### config.mk
export PLATFORM = sky130hd
export DESIGN_NAME = async_fifo
export DESIGN_NICKNAME = d
export VERILOG_FILES = /design/src/rtl/async_fifo.sv
export SDC_FILE = /design/constraint.sdc
export NUM_CORES = 1
export LEC_CHECK = 0
export ABC_AREA = 1
export CORE_MARGIN = 2
export CORE_UTILIZATION = 64
export DETAILED_ROUTE_END_ITERATION = 16
export PLACE_DENSITY_LB_ADDON = 0.15
export SYNTH_ARGS = -nofsm -noshare
export SYNTH_HDL_FRONTEND = slang
export SYNTH_SLANG_ARGS = --single-unit
### constraint.sdc
create_clock -name wr_clk -period 5.3 [get_ports wr_clk]
set_clock_uncertainty 0.2 [all_clocks]
set_input_delay 0.795 -clock wr_clk [delete_from_list [all_inputs] [get_ports wr_clk]]
set_output_delay 0.795 -clock wr_clk [all_outputs]
set_load 0.01 [all_outputs]
### src/rtl/async_fifo.sv
// async_fifo: single-clock FIFO with registered data, ack/err pulses and occupancy flags.
// Despite the name, reads and writes share wr_clk; clear_n resets asynchronously.
module async_fifo #(
    parameter int DATA_WIDTH = 8,
    parameter int DEPTH      = 16
) (
    input  logic                  wr_clk,
    input  logic                  clear_n,
    input  logic [DATA_WIDTH-1:0] din,
    input  logic                  wr_en,
    input  logic                  rd_en,
    output logic                  full,
    output logic                  almost_full,
    output logic                  wr_ack,
    output logic                  wr_err,
    output logic                  empty,
    output logic                  almost_empty,
    output logic                  rd_ack,
    output logic                  rd_err,
    output logic [DATA_WIDTH-1:0] dout
);
    localparam int AW = $clog2(DEPTH);
    localparam logic [AW:0] FULL_C = (AW+1)'(DEPTH);

    logic [DATA_WIDTH-1:0] mem_q [DEPTH];
    logic [AW-1:0]         wr_ptr_q, rd_ptr_q;
    logic [AW:0]           count_q, count_d;
    logic [DATA_WIDTH-1:0] dout_q;
    logic                  full_q, afull_q, empty_q, aempty_q;
    logic                  wr_ack_q, wr_err_q, rd_ack_q, rd_err_q;
    logic                  wr_ok, rd_ok;

    // Flags are registered, so acceptance uses the flag state from the previous edge.
    always_comb begin
        wr_ok   = wr_en && !full_q;
        rd_ok   = rd_en && !empty_q;
        count_d = count_q + (AW+1)'(wr_ok) - (AW+1)'(rd_ok);
    end

    always_ff @(posedge wr_clk) begin
        if (wr_ok) mem_q[wr_ptr_q] <= din;
    end

    always_ff @(posedge wr_clk or negedge clear_n) begin
        if (!clear_n) begin
            wr_ptr_q <= '0;
            rd_ptr_q <= '0;
            count_q  <= '0;
            dout_q   <= '0;
            full_q   <= 1'b0;
            afull_q  <= 1'b0;
            empty_q  <= 1'b1;
            aempty_q <= 1'b1;
            wr_ack_q <= 1'b0;
            wr_err_q <= 1'b0;
            rd_ack_q <= 1'b0;
            rd_err_q <= 1'b0;
        end else begin
            if (wr_ok) wr_ptr_q <= wr_ptr_q + AW'(1);
            if (rd_ok) begin
                rd_ptr_q <= rd_ptr_q + AW'(1);
                dout_q   <= mem_q[rd_ptr_q];
            end
            count_q  <= count_d;
            full_q   <= count_d == FULL_C;
            afull_q  <= count_d >= FULL_C - 1'b1;
            empty_q  <= count_d == '0;
            aempty_q <= count_d <= (AW+1)'(1);
            wr_ack_q <= wr_ok;
            wr_err_q <= wr_en && full_q;
            rd_ack_q <= rd_ok;
            rd_err_q <= rd_en && empty_q;
        end
    end

    assign full         = full_q;
    assign almost_full  = afull_q;
    assign empty        = empty_q;
    assign almost_empty = aempty_q;
    assign wr_ack       = wr_ack_q;
    assign wr_err       = wr_err_q;
    assign rd_ack       = rd_ack_q;
    assign rd_err       = rd_err_q;
    assign dout         = dout_q;
endmodule

# After elaboration in Yosys (flattened, before gate mapping)
# Memories as Yosys holds them, arrays and structs flattened. A register that Yosys moved wholly into a read port is not among the register bits.
# Index checks and enable logic that the tools add are counted.
classes:
  mux: 2
  magnitude_cmp: 2
  n_reduce_logical: 8
  n_addsub: 4
  shifts: 0
  bitwise_logic: 0
  mul: 0
  div: 0
  n_eq_ne: 1
op_table:
  columns: ["op", "count"]
  rows:
  - ["adder 4 x 1 -> 4 bit, second input constant", 2]
  - ["adder 5 x 1 -> 5 bit", 1]
  - ["equality test 5 bit, second input constant", 1]
  - ["greater-or-equal comparator 5 x 4 -> 1 bit, second input constant", 1]
  - ["less-or-equal comparator 5 x 1 -> 1 bit, second input constant", 1]
  - ["logical NOT 5 bit", 1]
  - ["subtractor 5 x 1 -> 5 bit", 1]
  - ["logical AND 1 bit", 4]
  - ["logical NOT 1 bit", 3]
  - ["2-to-1 mux 1 bit", 2]
word_totals:
  input_bits: 12
  out_inout_bits: 16
  rom_bits: 0
  ram_bits: 128
  reg_bits: 21
  mem_count: 1
  latchBits: 0
mem_list:
  columns: ["memory", "depth", "width", "rd", "rd_ports_with_merged_regs", "write_ports", "line", "text"]
  rows:
  - ["mem_q", 16, 8, 1, 1, 1, "25", "logic [DATA_WIDTH-1:0] mem_q [DEPTH];"]

# Logic depth before layout (Yosys ltp)
# Gate-level depths: netlist of the first run.
depth:
  depth_word: 5
  mapped_depth: 13
  ltp_nobuf: 13

# Worst setup path after synthesis of the first run
# OpenSTA, ideal clock, no wires.
synth_timing:
  kind: "in2reg"
  from: "input port rd_en"
  to: "register aempty_q, in the netlist almost_empty"
  path_slack_ns: 2.446
  arrival_ns: 2.572
  setup_ns: 0.082
  cell_stages: 12
  n_path_buf: 1
  cell_sequence: "inv_1 -> nor2_1 -> buf_2 -> ha_1 -> inv_1 -> ha_1 -> fa_1 -> nand3_1 -> nand2_1 -> xor2_1 -> nand2_1 -> nor3_1"
synth_between:
  elab_chain_cells: 3
synth_rtl:
  columns: ["element", "line", "text"]
  rows:
  - ["start: declaration", "11", "input logic rd_en,"]
  - ["logical AND 1 bit", "36", "rd_ok = rd_en && !empty_q;"]
  - ["net rd_ok", "31", "logic wr_ok, rd_ok;"]
  - ["subtractor 5 x 1 -> 5 bit", "37", "count_d = count_q + (AW+1)'(wr_ok) - (AW+1)'(rd_ok);"]
  - ["less-or-equal comparator 5 x 1 -> 1 bit", "68", "aempty_q <= count_d <= (AW+1)'(1);"]
  - ["end signal: assignment", "68", null]
  - ["end: declaration", "29", "logic full_q, afull_q, empty_q, aempty_q;"]
# The timed path passes the listed nets, and every way through them passes these cells.
# A chain may end at the register's enable or synchronous reset.

# Worst setup path after layout of the first run
layout_timing:
  from: "input port wr_en"
  to: "register aempty_q, in the netlist almost_empty"
layout_between:
  elab_chain_cells: 4
layout_rtl:
  columns: ["element", "line", "text"]
  rows:
  - ["start: declaration", "10", "input logic wr_en,"]
  - ["logical AND 1 bit", "35", "wr_ok = wr_en && !full_q;"]
  - ["net wr_ok", "31", null]
  - ["adder 5 x 1 -> 5 bit", "37", null]
  - ["subtractor 5 x 1 -> 5 bit", "37", null]
  - ["less-or-equal comparator 5 x 1 -> 1 bit", "68", null]
# The timed path passes the listed nets, and every way through them passes these cells.

==> results of run 1 <==
-- routing by layer --
layer  routed length, um  vias to the layer above  share of wire (%)  track usage [%]
li1                    -                     1968                  -                -
met1                5550                     2038                 42             36.5
met2                6550                      175                 49             41.5
met3                1020                       17                7.7             5.45
met4                 217                        0                1.6             8.69
met5                   0                        -                  0                0
-- final timing paths --
path                           endpoint         from  depth (start not counted)
hold / removal                  dout[1]      dout[1]                          2
hold reg to reg                 dout[1]      dout[1]                          2
min in group asynchronous       dout[7]      clear_n                          2
max in group asynchronous  almost_empty      clear_n                          2
setup / recovery           almost_empty        wr_en                         13
setup reg to reg                dout[0]  rd_ptr_q[0]                         10
-- power breakdown --
part	total, mW	leakage (nW)	switching (mW)	internal, mW
Clock	1.18	0.287	0.459	0.716
Sequential	1.65	1.50	0.109	1.54
Combinational	1.49	1.13	1.02	0.474
-- flip-flops by register name (all words and copies together), names as in the netlist --
name,cells
almost_empty,1
full,1
almost_full,1
dout,8
wr_ack,1
rd_ack,1
wr_ptr_q,4
count_q,5
rd_err,1
rd_ptr_q,4
wr_err,1
mem_q,128
empty,1
-- layout make-up --
| cell class | count | area [um^2] |
|---|---|---|
| Sequential cell | 157 | 4570 |
| Tap cell | 133 | 166 |
| Inverter | 23 | 86.3 |
| Clock buffer | 24 | 513 |
| Fill cell | 635 | 2420 |
| Multi-Input combinational cell | 360 | 1640 |
| Timing Repair Buffer | 31 | 300 |
| Clock inverter | 8 | 77.6 |
-- cells by family (layout without fill, tap and decap cells) --
group                    after synthesis  after routing  share of synthesized area [%]
buffers and inverters                 48             86                           3.65
AO/OA/AOI/OAI                          5              5                          0.388
adder cells (fa/ha/maj)               11             11                           2.25
AND/OR/NAND/NOR                      335            335                           21.6
flip-flops                           157            157                           70.9
XOR/XNOR                               9              9                           1.22
-- worst max-delay path, delay by kind of cell --
family,cells,cell delay (ns)
fa+ha+maj,3,0.91
simple gates,5,0.76
buf+inv,4,0.65
xor+xnor,1,0.27
-- synthesized netlist by cell type --
cell type / count
nand3_1: 101
o21ai_0: 3
ha_1: 10
dfrtp_1: 27
nor2_1: 20
nor2_2: 1
xor2_1: 9
inv_2: 1
buf_4: 2
nand2_1: 210
buf_1: 1
fa_1: 1
buf_6: 4
buf_2: 14
nor3_1: 1
inv_1: 20
dfstp_2: 2
clkinv_1: 2
nand4_1: 2
a21oi_1: 2
edfxtp_1: 128
clkbuf_1: 4
==> out/metrics.cfg, run 1 <==
[drt]
drc = 0
wl_per_cell_um = 18.1
route.final.wire_length_um = 13300
via_per_inst = 5.70
dr_total_vias = 4198
drtIter0Drc = 466
antenna_left = 0
drtPass1Iterations = 5

[yosys]
synth_top_area_share_pct = 59.6
synth_cell_types = 22
synth_top_area_cell = edfxtp_1
ys_warn_count = 0
syn-mean-instance-area_um2 = 11.4
ys_seq_area_share_pct = 70.9
syn_nets = 588
synthesis.area_um2 = 6450
yosys-top-cells-area = edfxtp_1, nand2_1, dfrtp_1
synth-seq-cells = 157
syn_inst = 565

[clock_network]
cts.clk_slew.worst_paths_ns = 0.07
postCtsHoldBufs = 0
post-cts-setup-buffer-count = 0
clk_latency_ns = 0.52
clk_path_buf_depth = 2
cts.sinks = 157
root_buffer = clkbuf_8
htreeDepth = 4
cts_tree = done
cts_resized = 0
numCtsBuffers = 17

[sta]
layout_min_cycle_time_ns = 3.16
period_share_pct = 59.7
slew_viol_final = 0
rsz0062_at_grt = false
fin_ws_ns = 2.14
hold_viol = 0
max_slew_margin_pct = 24.7
fin_hold_ws_ns = 0.278
setup_tns_ns = 0
worstMarginPinSlew_ns = 1.13
max_freq_mhz = 316
setup_viol = 0

[grt]
grt_util_all_layers_pct = 26.1
grt_pass1_vias = 4076
antenna_found_initial = 0
grt_overflow = 0
grt_max_degree = 69
grt_pass1_wl_um = 21300

[placement]
dpl_cell_area_um2 = 6770
dp.cells = 704
io_buffer_count = 27
globalplace.congestion = 0.861
dp_hpwl_um = 7910
post-place-ws_ns = 1.67

[die]
die_height_um = 104
rows = 36
die_x_um = 104
die_area_um2 = 10900
start_util_pct = 66.0
core_region_area_um2 = 9770
pin_count = 28

[setup_path]
r2r_slack_ns = 2.48
cp_common_cell = inv_1
cp.arrival_ns = 3.40
slowest_stage = clkdlybuf4s50_1
cp.required_ns = 5.54
crit_chain = clkdlybuf4s50_1 > inv_1 > nor2_2 > inv_1 > ha_1 > inv_1 > ha_1 > fa_1 > nand3_1 > nand2_1 > xor2_1 > nand2_1 > nor3_1
start_kind = input port
crit_type = input port to register
crit_path_end_kind = register
cp_max_fo = 10
critPathMaxStageDelay_ns = 0.47

[final_layout]
layout_common_cells = nand2_1, edfxtp_1, nand3_1
finish.instance_area_um2 = 7360
fin_cells = 736
fin_util_pct = 75.3
mostFrequentLayoutCell = nand2_1
n_antenna_cell = 0
drive_above_1_share_pct = 6.47
syn_to_final_growth_pct = 14.1
nNetsFinal = 613

[worst_hold_path]
hp-class = register to register

[power_and_ir_drop]
power.total_mw = 4.32
p_per_area_nw_per_um2 = 587
leakagePower_nw = 2.92
ir_drop_mv = 0.358

[flow_run]
cap_viol_max_count = 0

[run_status]
status = completed

Power figures use the tool's default switching activity.
==> run 2, diff against run 1 <==
CORE_UTILIZATION = 60   (was 64)
clock period = 3.2 ns   (was 5.3 ns; I/O delays follow)
==> out/metrics.cfg, run 2 (synthesis results as in run 1) <==
[run_status]
status = completed

[setup_path]
crit_type = input port to register
start_kind = input port
cp_common_cell = inv_1
crit_chain = clkdlybuf4s50_1 > inv_1 > nor2_2 > inv_1 > ha_1 > inv_1 > ha_1 > fa_1 > xor2_1 > nand3_1 > o21ai_0
cp_max_fo = 4
crit_path_end_kind = register
slowest_stage = clkdlybuf4s50_1
cp.buffers_inverters = 4
r2r_slack_ns = 0.75
critPathMaxStageDelay_ns = 0.47
cp_top_family = adder cells
cp.arrival_ns = 2.70
cp.required_ns = 3.45
crit_path_start = wr_en
r2r_start = full

[flow_run]
cap_viol_max_count = 0

[power_and_ir_drop]
ir_drop_mv = 0.470
p_per_area_nw_per_um2 = 952
leakagePower_nw = 2.99

[sta]
setup_tns_ns = 0
setup_viol = 0
layout_min_cycle_time_ns = 2.46
max_slew_margin_pct = 49.2
fin_hold_ws_ns = 0.146
slew_viol_final = 0
period_share_pct = 76.8
hold_viol = 0
rsz0062_at_grt = false
worstMarginPinSlew_ns = 0.760
max_freq_mhz = 407

[final_layout]
multi_input_area_um2 = 1640
seqCellArea_um2 = 4570
largest_register_ffs = 128
nNetsFinal = 628
syn_to_final_growth_pct = 15.5
layout_common_cells = nand2_1, edfxtp_1, nand3_1
fill_cells = 746
top_register = mem_q
mostFrequentLayoutCell = nand2_1
drive_above_1_share_pct = 8.74
finish.instance_area_um2 = 7450
n_antenna_cell = 0
fin_util_pct = 71.8

[drt]
wl_per_cell_um = 17.7
antenna_left = 0
route.final.wire_length_um = 13300
dr_total_vias = 4210
drc = 0
via_per_inst = 5.58
drtIter0Drc = 436
drtPass1Iterations = 5

[die]
rows = 37
start_util_pct = 62.2
pin_count = 28
die_height_um = 108
die_x_um = 108
die_area_um2 = 11600
core_region_area_um2 = 10400

[clock_network]
htreeDepth = 4
cts.sinks = 157
postCtsHoldBufs = 0
post-cts-setup-buffer-count = 0
cts_tree = done
root_buffer = clkbuf_8
numCtsBuffers = 17
cts.clk_slew.worst_paths_ns = 0.07
clk_path_buf_depth = 2
clk_latency_ns = 0.53
cts_resized = 0

[grt]
grt_util_all_layers_pct = 25.6
grt_pass1_vias = 4181
antenna_found_initial = 0
grt_overflow = 0
grt_max_degree = 68
grt_pass1_wl_um = 21500

[placement]
dp_hpwl_um = 8260
io_buffer_count = 27
dpl_cell_area_um2 = 6880
globalplace.congestion = 0.829

[worst_hold_path]
hp-class = input port to asynchronous set/reset pin

run 2: area by class of cell:
cell class                 count  share of cell area (%)
clock buffer                  24                    6.89
clock inverter                 8                   0.705
inverter                      23                    1.16
multi-input combinational    360                    22.0
sequential                   157                    61.4
tap                          136                    2.28
timing repair buffer          46                    5.54
run 2: final timing paths:
check	cells after the start	to
max in group asynchronous	2	almost_empty
setup reg to reg	9	almost_full
hold reg to reg	2	dout[0]
setup / recovery	11	almost_full
hold / removal	2	rd_err
min in group wr_clk	2	dout[0]
run 2: worst register-to-register path, delay by kind of cell, from the launching register on:
kind	cells	cell delay, ns
buffers and inverters	2	0.10
AOI/OAI and AO/OA	1	0.18
xor gates and xnor gates	1	0.34
DFF	1	0.42
adders and majority gates	3	0.88
and+or+nand+nor	2	0.25
run 2: through the flow:
stage | cells | total power, mW | setup slack, ns
after floorplan | 565 | 4.48 | 0.661
after global placement | 722 | 5.14 | 0.291
after detailed placement | 722 | 5.24 | 0.235
after CTS | 754 | 7.12 | 0.767
after global routing | 754 | 7.55 | 0.568
final | 754 | 7.09 | 0.743
run 2: layer usage:
metal / track usage (%) / part of all wire, % / vias up
met5: 0 / 0 / -
met4: 12.0 / 2.4 / 0
met3: 6.17 / 7.4 / 21
met2: 38.9 / 48 / 167
met1: 35.4 / 43 / 2023
li1: - / - / 1999
run 2: report_power, final:
| group | total, mW | leakage [nW] | switching (mW) | internal [mW] |
|---|---|---|---|---|
| clock | 1.87 | 0.285 | 0.762 | 1.11 |
| combinational | 2.52 | 1.20 | 1.69 | 0.829 |
| sequential | 2.70 | 1.50 | 0.143 | 2.56 |
| total | 7.09 | 2.99 | 2.60 | 4.49 |
